$ cat config.mk
export PLATFORM = sky130hd
export DESIGN_NAME = btn_debounce_repeat
export DESIGN_NICKNAME = d
export VERILOG_FILES = /design/src/rtl/btn_debounce_repeat.sv
export SDC_FILE = /design/constraint.sdc
export NUM_CORES = 1
export LEC_CHECK = 0
export BUFFER_PORTS_ARGS = -buffer_cell sky130_fd_sc_hd__clkbuf_2
export CAP_MARGIN = 20
export CORE_ASPECT_RATIO = 0.7
export CORE_MARGIN = 4
export CORE_UTILIZATION = 29
export CTS_CLUSTER_DIAMETER = 200
export DETAILED_ROUTE_END_ITERATION = 10
export HOLD_SLACK_MARGIN = 0.06
export PLACE_DENSITY = 0.51
export SYNTH_ARGS = -nofsm -noshare
export SYNTH_HDL_FRONTEND = slang
export SYNTH_SLANG_ARGS = --single-unit
$ cat constraint.sdc
create_clock -name clk -period 5.2 [get_ports clk]
set_input_delay 0.52 -clock clk [delete_from_list [all_inputs] [get_ports clk]]
set_output_delay 0.52 -clock clk [all_outputs]
set_load 0.03 [all_outputs]
$ cat src/rtl/btn_debounce_repeat.sv
`default_nettype none
// ============================================================================
// Module   : btn_debounce_repeat
// Purpose  : Conditions the four raw direction buttons {dn, up, rgt, lft}.
//            Each button is synchronised, debounced and edge-detected. Move
//            pulses are produced on a press and, optionally, repeat while
//            the button is held. A move pulse is suppressed while both
//            buttons of an opposing pair (lft/rgt, up/dn) are held.
// Ports    : clk             pixel clock
//            rst             synchronous, active-high reset
//            i_btn_raw       asynchronous raw buttons, 1 = pressed
//            o_btn_level     debounced level
//            o_btn_press     1-cycle pulse on an accepted press
//            o_btn_release   1-cycle pulse on an accepted release
//            o_move_pulse    1-cycle step request (press or repeat), masked
// Options  : BTN_AUTO_REPEAT_EN - when defined, hold-to-repeat pulses are
//            generated; otherwise one move pulse per press.
// Revision : 1.0 - initial release
// ============================================================================
module btn_debounce_repeat #(
   parameter int unsigned DEBOUNCE_CYCLES = 1485000,
   parameter int unsigned REPEAT_DELAY    = 74250000,
   parameter int unsigned REPEAT_PERIOD   = 14850000,
   parameter int unsigned NUM_BTN         = 4
) (
   input  logic               clk,
   input  logic               rst,
   input  logic [NUM_BTN-1:0] i_btn_raw,
   output logic [NUM_BTN-1:0] o_btn_level,
   output logic [NUM_BTN-1:0] o_btn_press,
   output logic [NUM_BTN-1:0] o_btn_release,
   output logic [NUM_BTN-1:0] o_move_pulse
);

   localparam int unsigned c_MAX_A = (DEBOUNCE_CYCLES > REPEAT_DELAY) ? DEBOUNCE_CYCLES : REPEAT_DELAY;
   localparam int unsigned c_MAX   = (c_MAX_A > REPEAT_PERIOD) ? c_MAX_A : REPEAT_PERIOD;
   localparam int unsigned c_CW    = $clog2(c_MAX) + 1;

   localparam logic [c_CW-1:0] c_DB_LAST = c_CW'(DEBOUNCE_CYCLES - 1);

   localparam logic [1:0] c_S_IDLE = 2'd0;
   localparam logic [1:0] c_S_ARM  = 2'd1;
   localparam logic [1:0] c_S_HELD = 2'd2;
   localparam logic [1:0] c_S_REL  = 2'd3;

   logic [NUM_BTN-1:0] r_sync1;
   logic [NUM_BTN-1:0] r_sync2;
   logic [NUM_BTN-1:0] w_level_nxt;
   logic [NUM_BTN-1:0] w_press_nxt;
   logic [NUM_BTN-1:0] w_rel_nxt;
   logic [NUM_BTN-1:0] w_cand_nxt;
   logic [NUM_BTN-1:0] w_opp_level;

   // Two-flop synchroniser; r_sync2 is the sampled button value.
   always_ff @(posedge clk) begin
      if (rst) begin
         r_sync1 <= '0;
         r_sync2 <= '0;
      end else begin
         r_sync1 <= i_btn_raw;
         r_sync2 <= r_sync1;
      end
   end

   for (genvar g = 0; g < NUM_BTN; g++) begin : g_btn
      logic            w_s;
      logic [1:0]      r_state;
      logic [1:0]      w_state_nxt;
      logic [c_CW-1:0] r_dcnt;
      logic [c_CW-1:0] w_dcnt_nxt;
      logic            w_accept_press;
      logic            w_lv;
      logic            w_pr;
      logic            w_rl;
      logic            w_rpt;

      assign w_s            = r_sync2[g];
      assign w_accept_press = (r_state == c_S_ARM) && w_s && (r_dcnt == c_DB_LAST);

      // State register
      always_ff @(posedge clk) begin
         if (rst) begin
            r_state <= c_S_IDLE;
            r_dcnt  <= '0;
         end else begin
            r_state <= w_state_nxt;
            r_dcnt  <= w_dcnt_nxt;
         end
      end

      // Next-state logic
      always_comb begin
         w_state_nxt = r_state;
         w_dcnt_nxt  = r_dcnt;
         case (r_state)
            c_S_IDLE: begin
               if (w_s) begin
                  w_state_nxt = c_S_ARM;
                  w_dcnt_nxt  = c_CW'(1);
               end
            end
            c_S_ARM: begin
               if (!w_s) begin
                  w_state_nxt = c_S_IDLE;
                  w_dcnt_nxt  = '0;
               end else if (r_dcnt == c_DB_LAST) begin
                  w_state_nxt = c_S_HELD;
               end else begin
                  w_dcnt_nxt  = r_dcnt + c_CW'(1);
               end
            end
            c_S_HELD: begin
               if (!w_s) begin
                  w_state_nxt = c_S_REL;
                  w_dcnt_nxt  = c_CW'(1);
               end
            end
            c_S_REL: begin
               // A return to 1 before the release is accepted is a glitch:
               // go back to HELD silently, without a new press.
               if (w_s) begin
                  w_state_nxt = c_S_HELD;
               end else if (r_dcnt == c_DB_LAST) begin
                  w_state_nxt = c_S_IDLE;
                  w_dcnt_nxt  = '0;
               end else begin
                  w_dcnt_nxt  = r_dcnt + c_CW'(1);
               end
            end
            default: begin
               w_state_nxt = c_S_IDLE;
               w_dcnt_nxt  = '0;
            end
         endcase
      end

`ifdef BTN_AUTO_REPEAT_EN
      localparam logic [c_CW-1:0] c_RPT_FIRST = c_CW'(REPEAT_DELAY - 1);
      localparam logic [c_CW-1:0] c_RPT_WRAP  = c_CW'(REPEAT_DELAY - REPEAT_PERIOD);

      logic [c_CW-1:0] r_rcnt;
      logic [c_CW-1:0] w_rcnt_nxt;

      // rcnt only advances in HELD, so a glitch through RELEASE freezes it.
      // After each repeat it jumps back by one period, so every later repeat
      // is also detected at c_RPT_FIRST and the counter never overflows.
      always_comb begin
         w_rcnt_nxt = r_rcnt;
         if (w_accept_press) begin
            w_rcnt_nxt = '0;
         end else if (r_state == c_S_HELD) begin
            w_rcnt_nxt = (r_rcnt == c_RPT_FIRST) ? c_RPT_WRAP : (r_rcnt + c_CW'(1));
         end
      end

      always_ff @(posedge clk) begin
         if (rst) begin
            r_rcnt <= '0;
         end else begin
            r_rcnt <= w_rcnt_nxt;
         end
      end

      assign w_rpt = (r_state == c_S_HELD) && (r_rcnt == c_RPT_FIRST);
`else
      assign w_rpt = 1'b0;
`endif

      // Output logic (registered at the top level)
      always_comb begin
         w_pr = w_accept_press;
         w_rl = (r_state == c_S_REL) && !w_s && (r_dcnt == c_DB_LAST);
         w_lv = (w_state_nxt == c_S_HELD) || (w_state_nxt == c_S_REL);
      end

      assign w_level_nxt[g] = w_lv;
      assign w_press_nxt[g] = w_pr;
      assign w_rel_nxt[g]   = w_rl;
      assign w_cand_nxt[g]  = w_pr | w_rpt;
   end

   // Opposite of each bit: lft<->rgt, up<->dn. The next-cycle level is used
   // so that a pulse coinciding with both levels becoming 1 is suppressed.
   assign w_opp_level = {w_level_nxt[2], w_level_nxt[3], w_level_nxt[0], w_level_nxt[1]};

   always_ff @(posedge clk) begin
      if (rst) begin
         o_btn_level   <= '0;
         o_btn_press   <= '0;
         o_btn_release <= '0;
         o_move_pulse  <= '0;
      end else begin
         o_btn_level   <= w_level_nxt;
         o_btn_press   <= w_press_nxt;
         o_btn_release <= w_rel_nxt;
         o_move_pulse  <= w_cand_nxt & ~w_opp_level;
      end
   end

endmodule
`default_nettype wire

# [Word level (Yosys, flattened, before mapping)]
# Index checks and enable logic that the tools add are counted.
# W data, S select, Z words.
[totals] regBits=144 input_bits=6 word_cells=148 out_inout_bits=16
[classes] n_mux=56 eq_ne=40 bitwise_logic=2 reduce_logical=32 addsub=4
[op_table] op="$mux W28" count=24
[op_table] op="$pmux W28 S4" count=4
[op_table] op="$add A28 B1 Y28 const B" count=4
[op_table] op="$eq A28 B21 Y1 const B" count=4
[op_table] op="$mux W2" count=24
[op_table] op="$eq A2 B2 Y1 const B" count=16
[op_table] op="$pmux W2 S4" count=4
[op_table] op="$ne A2 B2 Y1 const B" count=12
[op_table] op="$logic_and A1 B1 Y1" count=16
[op_table] op="$reduce_and A4 Y1" count=4
[op_table] op="$ne A3 B3 Y1 const B" count=4
[op_table] op="$eq A2 B1 Y1 const B" count=4
[op_table] op="$logic_not A2 Y1" count=4
[op_table] op="$and A4 B4 Y4" count=1
[op_table] op="$logic_not A1 Y1" count=4
[op_table] op="$logic_or A1 B1 Y1" count=4
[op_table] op="$not A4 Y4" count=1

# [Depth between registers and ports, before layout]
# Gate-level depths: netlist (run 1).
[depth] depth_word=8 depth_mapped=8 ltp_nobuf=6

# [Worst setup path after synthesis (run 1)]
# Ideal clock, no wire load.
[synth_timing] path_type="register -> register" startpoint="reg g_btn[2].r_dcnt[11]" endpoint="reg g_btn[2].r_dcnt[24]" setup_time_ps=70 period_less_slack_ps=2248 stages_incl_launch_ff=7 arrival_ps=2178 setup_slack_ps=2952 required_ps=5130 path_buffers=1 cell_sequence="dfxtp_1 -> nand3_2 -> or4_1 -> buf_2 -> or4_4 -> or4_1 -> a21oi_1"
[synth_via] elab_chain_len=4 word_cells_on_any_way=9 classes_between="add/sub (1); eq/ne (2); mux (5); reduce/logical (1)"
[synth_lines] element="from (decl)" line_no="69" source="logic [c_CW-1:0] r_dcnt;"
[synth_lines] element="from (signal assigned)" line_no="87" source="r_dcnt <= w_dcnt_nxt;"
[synth_lines] element="$add A28 B1 Y28 / $eq A28 B21 Y1 (equally long branches)"
[synth_lines] element="$mux W28 (on tied branches)" line_no="123, 106"
[synth_lines] element="$mux W28 (on tied branches)" line_no="121, 103"
[synth_lines] element="$pmux W28 S4" line_no="95" source="case (r_state)"
# Several ways; a longest one is shown, not always the timed one. The select of a mux whose other input is x is not followed.
# A chain may end at the register's enable or synchronous reset.

# [Worst setup path after layout (run 1)]
[layout_timing] startpoint="reg g_btn[2].r_dcnt[0]" endpoint="reg g_btn[2].r_dcnt[18]"
# Same word-level chain as after synthesis.

==> summary.md, run 1 <==
| Metric | Value |
|---|---|
| Depth of the worst hold-timing path | 2 |
| Family with the most delay on the worst path | compound AO/OA/AOI/OAI gates |
| Top cell type's share of synthesized area | approximately 37% |
| Synth Flop Type | dfxtp_1 |
| # nets final | 949 |
| Final wirelength | 22.2 mm |
| GRT overflow | 0 |
| Via Count | between 7000 and 8000 |
| Die Width | 202 µm |
| Antenna fix cells | 0 |
| Slack of the worst reg-to-reg path | about 2.5 ns |
| IO buf count | 21 |
| Vias/cell | between 5 and 6 |
| Final hold violation count | 0 |
| Clock Path Buffers | 2 |
| IO Count | 22 |
| Total power | 2.46 mW |
| Initial antenna violation count | 0 |
| Reg-to-Reg End | g_btn[2].r_dcnt[18] |
| Reg clk slew, reported paths | 0.06 ns |
| DIE HEIGHT | 144 µm |
| Critical path startpoint category | flip-flop |
| Max transition margin | a little under a third |
| Req. time, crit path | 5.48 ns |
| Starting Density | between 20 and 30% |
| Non-Filler Instances | approximately 1300 |
| Largest cells by area after synthesis | dfxtp_1 37%, nand3_1 4.4%, a31oi_1 3.8%, nand2_1 3.4%, nor2_1 3.3% |
| Syn_nets | 957 |
| Power density over cell area | 285 mW/mm² |
| Postcts setup bufs | 0 |
| Largest net degree at the start of global routing | 34 |
| CORE AREA | 0.0258 mm² |
| Critical path's largest stage delay | ~0.84 ns |
| Initial DRT Pass Iterations | 5 |
| CP cell instances | ha_1, and4b_1, and4_1, and3_1, o21ai_1, a31oi_1 |
| Async set-reset flop share out of synthesis | 0% |
| CTS Hold Bufs | 0 |
| Vias in the first global route | 6674 |
| Worst VDD drop | 210 µV |
| CP Depth | 6 |
| Final worst slack | 2.48 ns |
| Synth area leader | dfxtp_1 |
| Worst hold-check path type | in2reg |
| Placer Congestion | 0.864 |
| GR Util All Layers | 15.7% |
| Unrepaired setup endpoints after global routing | no |
| Crit-path slowest cell | o21ai_1 |
| Post-cts sizing count | 0 |
| Mapped Area | 0.00765 mm² |
| Unique masters post-synth | 65 |
| Final period utilization | 52.4% |
| Die area | 0.0291 mm² |
| Setup CP Type | reg2reg |
| Post-synthesis cell count | 947 |
| Final min period | 2.72 ns |
| Post-synth top cells | 142 x dfxtp_1, 70 x nand2_1, 68 x nand3_1, 68 x nor2_1, 46 x a31oi_1 |
| Worst reg2reg path startpoint | g_btn[2].r_dcnt[0] |
| CP arrival | approximately 3 ns |
| Tightest Pin Transition | 1.04 ns |
| Post-synth EDFFs | 0 |
| P_leak | 2.78 nW |
| Count leader, synth | dfxtp_1 |
| Max_cap viols | 0 |
| CTS Sinks | 142 |
| Synth warn | 0 |
| CTS buffer count | 17 |
| Fin Setup TNS | 0 ns |
| Routed Antenna Nets | 0 |
| M2 GR Usage | 19.8% |
| Endpoints failing setup | 0 |
| Seq cells post-synth | approximately 140 |
| Worst hold slack | 0.302 ns |
| Worst Hold End | r_sync1[3] |
| Global-route track usage on met3 | under 10% |
| Hold path startpoint | i_btn_raw[3] |
| Critical path buffers and inverters | 0 |
| Setup crit end kind | flip-flop |
| Initial DRC count | between 700 and 800 |
| Placed cells | around 1300 |
| CTS tree | built |
| DRC viols | 0 |
| Crit-path max FO | 15 |
| Routed wire length per instance | 16.9 µm |
| Worst-Skew Late Latency | 0.44 ns |
| Row count | 49 |
| Most congested layer reported by global routing | met1 |
| Worst-case reg-to-reg path depth | 6 |
| Share of cells above drive strength 1 | 7.25% |
| Sequential share of the synthesized area | 37.2% |
| FMAX | 0.367 GHz |
| Root buffer cell | clkbuf_16 |
| Area grow syn2layout | 12.9% |
| H-tree Lvls | 4 |
| Clk_skew | roughly 0.012 ns |
| Avg Cell Area, Syn | 8.08 µm² |
| Slew Limit Fails | 0 |
| Final HPWL DP | 15.5 mm |
| DP Worst Slack | 2.46 ns |
| First-pass GRT wire length | roughly 37 mm |
| Met1 Use GR | 25.4% |
| Status | finished clean |
[layout make-up]
| cell class | count | area (µm²) |
|---|---|---|
| fill | 2721 | 17200 |
| multi-input combinational | 732 | 4530 |
| sequential | 142 | 2840 |
| tap | 357 | 447 |
| clock buffer | 17 | 425 |
| clock inverter | 15 | 184 |
| timing repair buffer | 24 | 128 |
| inverter | 22 | 82.6 |
[cells in the final DEF, fill, tap and decap left out, types with 17 or more instances in the layout]
cell type and instances:
nor3_1 29, a21oi_1 42, clkbuf_16 17, xnor2_1 26
clkbuf_2 21, a31oi_1 46, or4_1 21, nor4_1 37
nand3_1 68, nand2_1 70, o21ai_0 23, nor2_1 68
dfxtp_1 142, o31ai_1 17, or3_1 19, nand4_1 37
inv_1 22, and2_1 21, and4_1 24, and3_1 26
[metrics by stage]
step / utilization [%] / instance area (µm²)
detailed placement: 31.1 / 8030
global placement: 31.1 / 8030
finish: 33.5 / 8640
global route: 33.5 / 8640
CTS: 33.5 / 8640
floorplan: - / 7650
[cells by family after synthesis]
family / count (synthesis) / share of synthesized area (%)
adder cells (fa/ha/maj): 4 / 0.654
AND/OR/NAND/NOR: 488 / 36.4
XOR/XNOR: 34 / 3.89
buffers and inverters: 73 / 3.71
flip-flops: 142 / 37.2
multiplexers: 7 / 0.916
AO/OA/AOI/OAI: 199 / 17.3
[how the worst max path moves through the flow]
stage | to | slack (ns) | start
after global placement | g_btn[3].r_dcnt[24] | 2.50 | rst
after CTS | g_btn[1].r_dcnt[18] | 2.44 | g_btn[1].r_dcnt[9]
after floorplan | g_btn[2].r_dcnt[24] | 2.95 | g_btn[2].r_dcnt[11]
after detailed placement | g_btn[1].r_dcnt[18] | 2.46 | g_btn[1].r_dcnt[5]
after global routing | g_btn[1].r_dcnt[18] | 2.21 | g_btn[1].r_dcnt[9]
final | g_btn[2].r_dcnt[18] | 2.48 | g_btn[2].r_dcnt[0]
[state kept, by name (all words and copies together), names as in the netlist]
register and count:
g_btn.r_dcnt 112, g_btn.r_state 8, o_btn_press 4, o_btn_release 4, o_move_pulse 4, r_sync1 4, r_sync2 4, o_btn_level 2
[where the power goes]
group	leakage, nW	switching, mW	internal, mW
Clock	0.291	0.536	0.761
Combinational	1.35	0.0473	0.0165
Sequential	1.15	0.00872	1.09
Total	2.78	0.592	1.87
[per-layer routing]
metal	part of all wire [%]	up-vias
met5	0	-
met4	1.0	0
met3	6.9	18
met2	37	238
met1	55	3534
li1	-	3616
No activity file was read; power rests on OpenSTA's default activity.
==> run 2, diff against run 1 <==
==> constraint.sdc (replaced) <==
create_clock -name clk -period 2.58 [get_ports clk]
set_input_delay 0.258 -clock clk [delete_from_list [all_inputs] [get_ports clk]]
set_output_delay 0.258 -clock clk [all_outputs]
set_load 0.03 [all_outputs]
==> run 2 against run 1 <==
  * Clock-buffer cell count rose by 4
  * Flip-flop and latch count is the same
  * Utilization increased by 1.4 points
  * Register-to-register slack worse by 2.3 ns
  * Global-route usage hardly changed
  * Cell count grew 3.4%
  * Combinational power is 140% higher
  * Fmax is 13% higher
  * Cell area rose by 4.2%
  * Die area unchanged
  * Critical path depth did not move
  * Sequential share of layout area fell by 1.3 points
  * Largest power group unchanged
==> summary.md, run 2 (synthesized netlist as in run 1, its figures left out) <==
| Metric | Value |
|---|---|
| Placer Congestion | 0.889 (+2.9%) |
| Worst Hold End | r_sync1[0] |
| CTS buffer count | 17 (unchanged) |
| DIE HEIGHT | 144 µm (unchanged) |
| Share of cells above drive strength 1 | 10.9% (+3.7 points) |
| First-pass GRT wire length | 37.0 mm (unchanged) |
| Slew Limit Fails | 0 (unchanged) |
| Initial DRT Pass Iterations | 5 (unchanged) |
| Logic pwr share | 3.1% (+0.5 points) |
| Worst-case reg-to-reg path depth | 6 (unchanged) |
| Tightest Pin Transition | 0.646 ns (-0.396 ns) |
| Endpoints failing setup | 0 (unchanged) |
| Setup CP Type | reg2reg |
| Worst hold-check path type | in2reg |
| IO buf count | 21 (unchanged) |
| CTS tree | built |
| Post-DP Area | 0.00835 mm² (+4.0%) |
| Vias/cell | 5.52 (-2.4%) |
| Clk pwr share | 52.7% (about the same) |
| FMAX | 0.413 GHz (+13%) |
| Total power | 5.02 mW (+100%) |
| Req. time, crit path | 2.96 ns (-2.52 ns) |
| Initial DRC count | 611 (-23%) |
| Final min period | 2.42 ns (-0.306 ns) |
| Routed Antenna Nets | 0 (unchanged) |
| CORE AREA | 0.0258 mm² (unchanged) |
| Unrepaired setup endpoints after global routing | no |
| IO Count | 22 (unchanged) |
| Depth of the worst hold-timing path | 2 (unchanged) |
| Commonest non-fill, non-tap cell in the layout | dfxtp_1 |
| Initial antenna violation count | 0 (unchanged) |
| Hold path startpoint | i_btn_raw[0] |
| Die Width | 202 µm (unchanged) |
| # nets final | 994 (+4.7%) |
| Vias in the first global route | 6847 (+2.6%) |
| Antenna fix cells | 0 (unchanged) |
| GRT overflow | 0 (unchanged) |
| Crit-path max FO | 8 (-7) |
| Reg clk slew, reported paths | 0.06 ns (about the same) |
| Area grow syn2layout | 17.7% |
| Fin Setup TNS | 0 ns (unchanged) |
| CTS Sinks | 142 (unchanged) |
| Status | finished clean |
| Power density over cell area | 557 mW/mm² (+96%) |
| Final Cell Area | 0.00901 mm² (+4.2%) |
| DP Worst Slack | 0.198 ns (-2.26 ns) |
| Via Count | 7480 (+1.0%) |
| Root buffer cell | clkbuf_16 |
| Clock Path Buffers | 2 (unchanged) |
| Critical path startpoint category | flip-flop |
| Max transition margin | 56.5% (+26 points) |
| DRC viols | 0 (unchanged) |
| Final wirelength | 22.2 mm (about the same) |
| Worst reg2reg path startpoint | g_btn[2].r_dcnt[0] |
| Routed wire length per instance | 16.4 µm (-3.3%) |
| Flop pwr share | 44.2% (-0.5 points) |
| Final worst slack | 0.161 ns (-2.31 ns) |
| Row count | 49 (unchanged) |
| P_leak | 3.02 nW (+8.5%) |
| Final HPWL DP | 15.9 mm (+2.6%) |
| Postcts setup bufs | 0 (unchanged) |
| Biggest register | g_btn.r_dcnt |
| Setup crit end kind | flip-flop |
| Biggest regs | g_btn.r_dcnt x112, g_btn.r_state x8 |
| Reg-to-Reg End | o_move_pulse[2] |
| Cell Int Power | 3.92 mW (+110%) |
| H-tree Lvls | 4 (unchanged) |
| Largest register FFs | 112 (unchanged) |
| Clk_skew | 0.00914 ns (-0.00282 ns) |
| Final hold violation count | 0 (unchanged) |
| Die area | 0.0291 mm² (unchanged) |
| Max_cap viols | 0 (unchanged) |
| Largest net degree at the start of global routing | 21 (-38%) |
| CP arrival | 2.80 ns (-0.20 ns) |
| Final period utilization | 93.7% (+41 points) |
| Slack of the worst reg-to-reg path | 0.16 ns (-2.31 ns) |
| GR Util All Layers | 15.7% (+0.030 points) |
| Most frequent cells in the layout | 142 x dfxtp_1, 70 x nand2_1, 68 x nand3_1, 68 x nor2_1, 46 x a31oi_1 |
| P_sw | 1.10 mW (+86%) |
| Worst VDD drop | 431 µV (+110%) |
| Switching Fraction | 21.9% (-2.1 points) |
| Worst-Skew Late Latency | 0.44 ns (about the same) |
| Starting Density | 29.6% (unchanged) |
[run 2: changes by cell type in the layout (fill, tap and decap cells not counted), moves of 2 or more]
cell / delta
inv_6: -5
clkbuf_1: +2
buf_4: +41
clkinv_2: +2
clkbuf_8: +2
dlygate4sd3_1: +3
[run 2: power groups by stage]
stage | sequential (mW) | clock, mW | combinational (mW)
2_1_floorplan | 2.26 | 0 | 0.0991
3_3_place_gp | 2.27 | 0 | 0.152
3_5_place_dp | 2.27 | 0 | 0.151
4_1_cts | 2.22 | 2.73 | 0.155
5_1_grt | 2.22 | 2.83 | 0.170
6_report | 2.22 | 2.64 | 0.155
[run 2: cell type report]
class	count	area, µm²
fillers	2705	16800
multi-input cells	732	4530
flip-flops and latches	142	2840
repair buffers	69	485
clock buffers	21	460
well taps	357	447
clock inverters	11	164
inverters	22	82.6
[run 2: what timing repair did]
action | 4_1_cts | 5_1_grt
resized for setup | 0 | 1
hold endpoints to repair | 3 | 0
setup endpoints to repair | 0 | 1
hold buffers | 3 | 0
[run 2: layer usage]
metal	part of all wire, %	GRT usage, %	wire length [µm]	vias up
met1	55	24.5	12300	3560
met3	5.7	4.42	1260	15
met2	38	20.7	8470	190
met5	0	0	0	-
met4	0.78	4.14	174	0
li1	-	-	-	3715
[run 2: worst max-delay path: stages, from the launching register on]
cell and delay, ns:
dfxtp_1 0.43, ha_1 0.36, nand3b_1 0.13, or3_1 0.34
or4_1 0.54, nor4_1 0.38, and2_1 0.19
[run 2: stage by stage]
| stage | utilization [%] | hold WS (ns) | instances |
|---|---|---|---|
| finish | 34.9 | 0.0934 | 1354 |
| global route | 34.9 | 0.0821 | 1354 |
| global placement | 32.4 | 0.424 | 1319 |
| detailed placement | 32.4 | 0.429 | 1319 |
| CTS | 34.9 | 0.0813 | 1354 |
| floorplan | - | 0.386 | 947 |
[run 2: worst max-delay path by stage]
| stage | depth (start not counted) | start | endpoint | slack (ns) |
|---|---|---|---|---|
| 2_1_floorplan | 6 | g_btn[2].r_dcnt[11] | g_btn[2].r_dcnt[24] | 0.33 |
| 4_1_cts | 6 | g_btn[2].r_dcnt[0] | o_move_pulse[2] | 0.15 |
| 6_report | 6 | g_btn[2].r_dcnt[0] | o_move_pulse[2] | 0.16 |
| 3_5_place_dp | 6 | g_btn[2].r_dcnt[0] | o_move_pulse[2] | 0.20 |
| 3_3_place_gp | 5 | g_btn[2].r_dcnt[10] | g_btn[2].r_dcnt[24] | 0.23 |
| 5_1_grt | 6 | g_btn[2].r_dcnt[0] | o_move_pulse[2] | 0.004 |
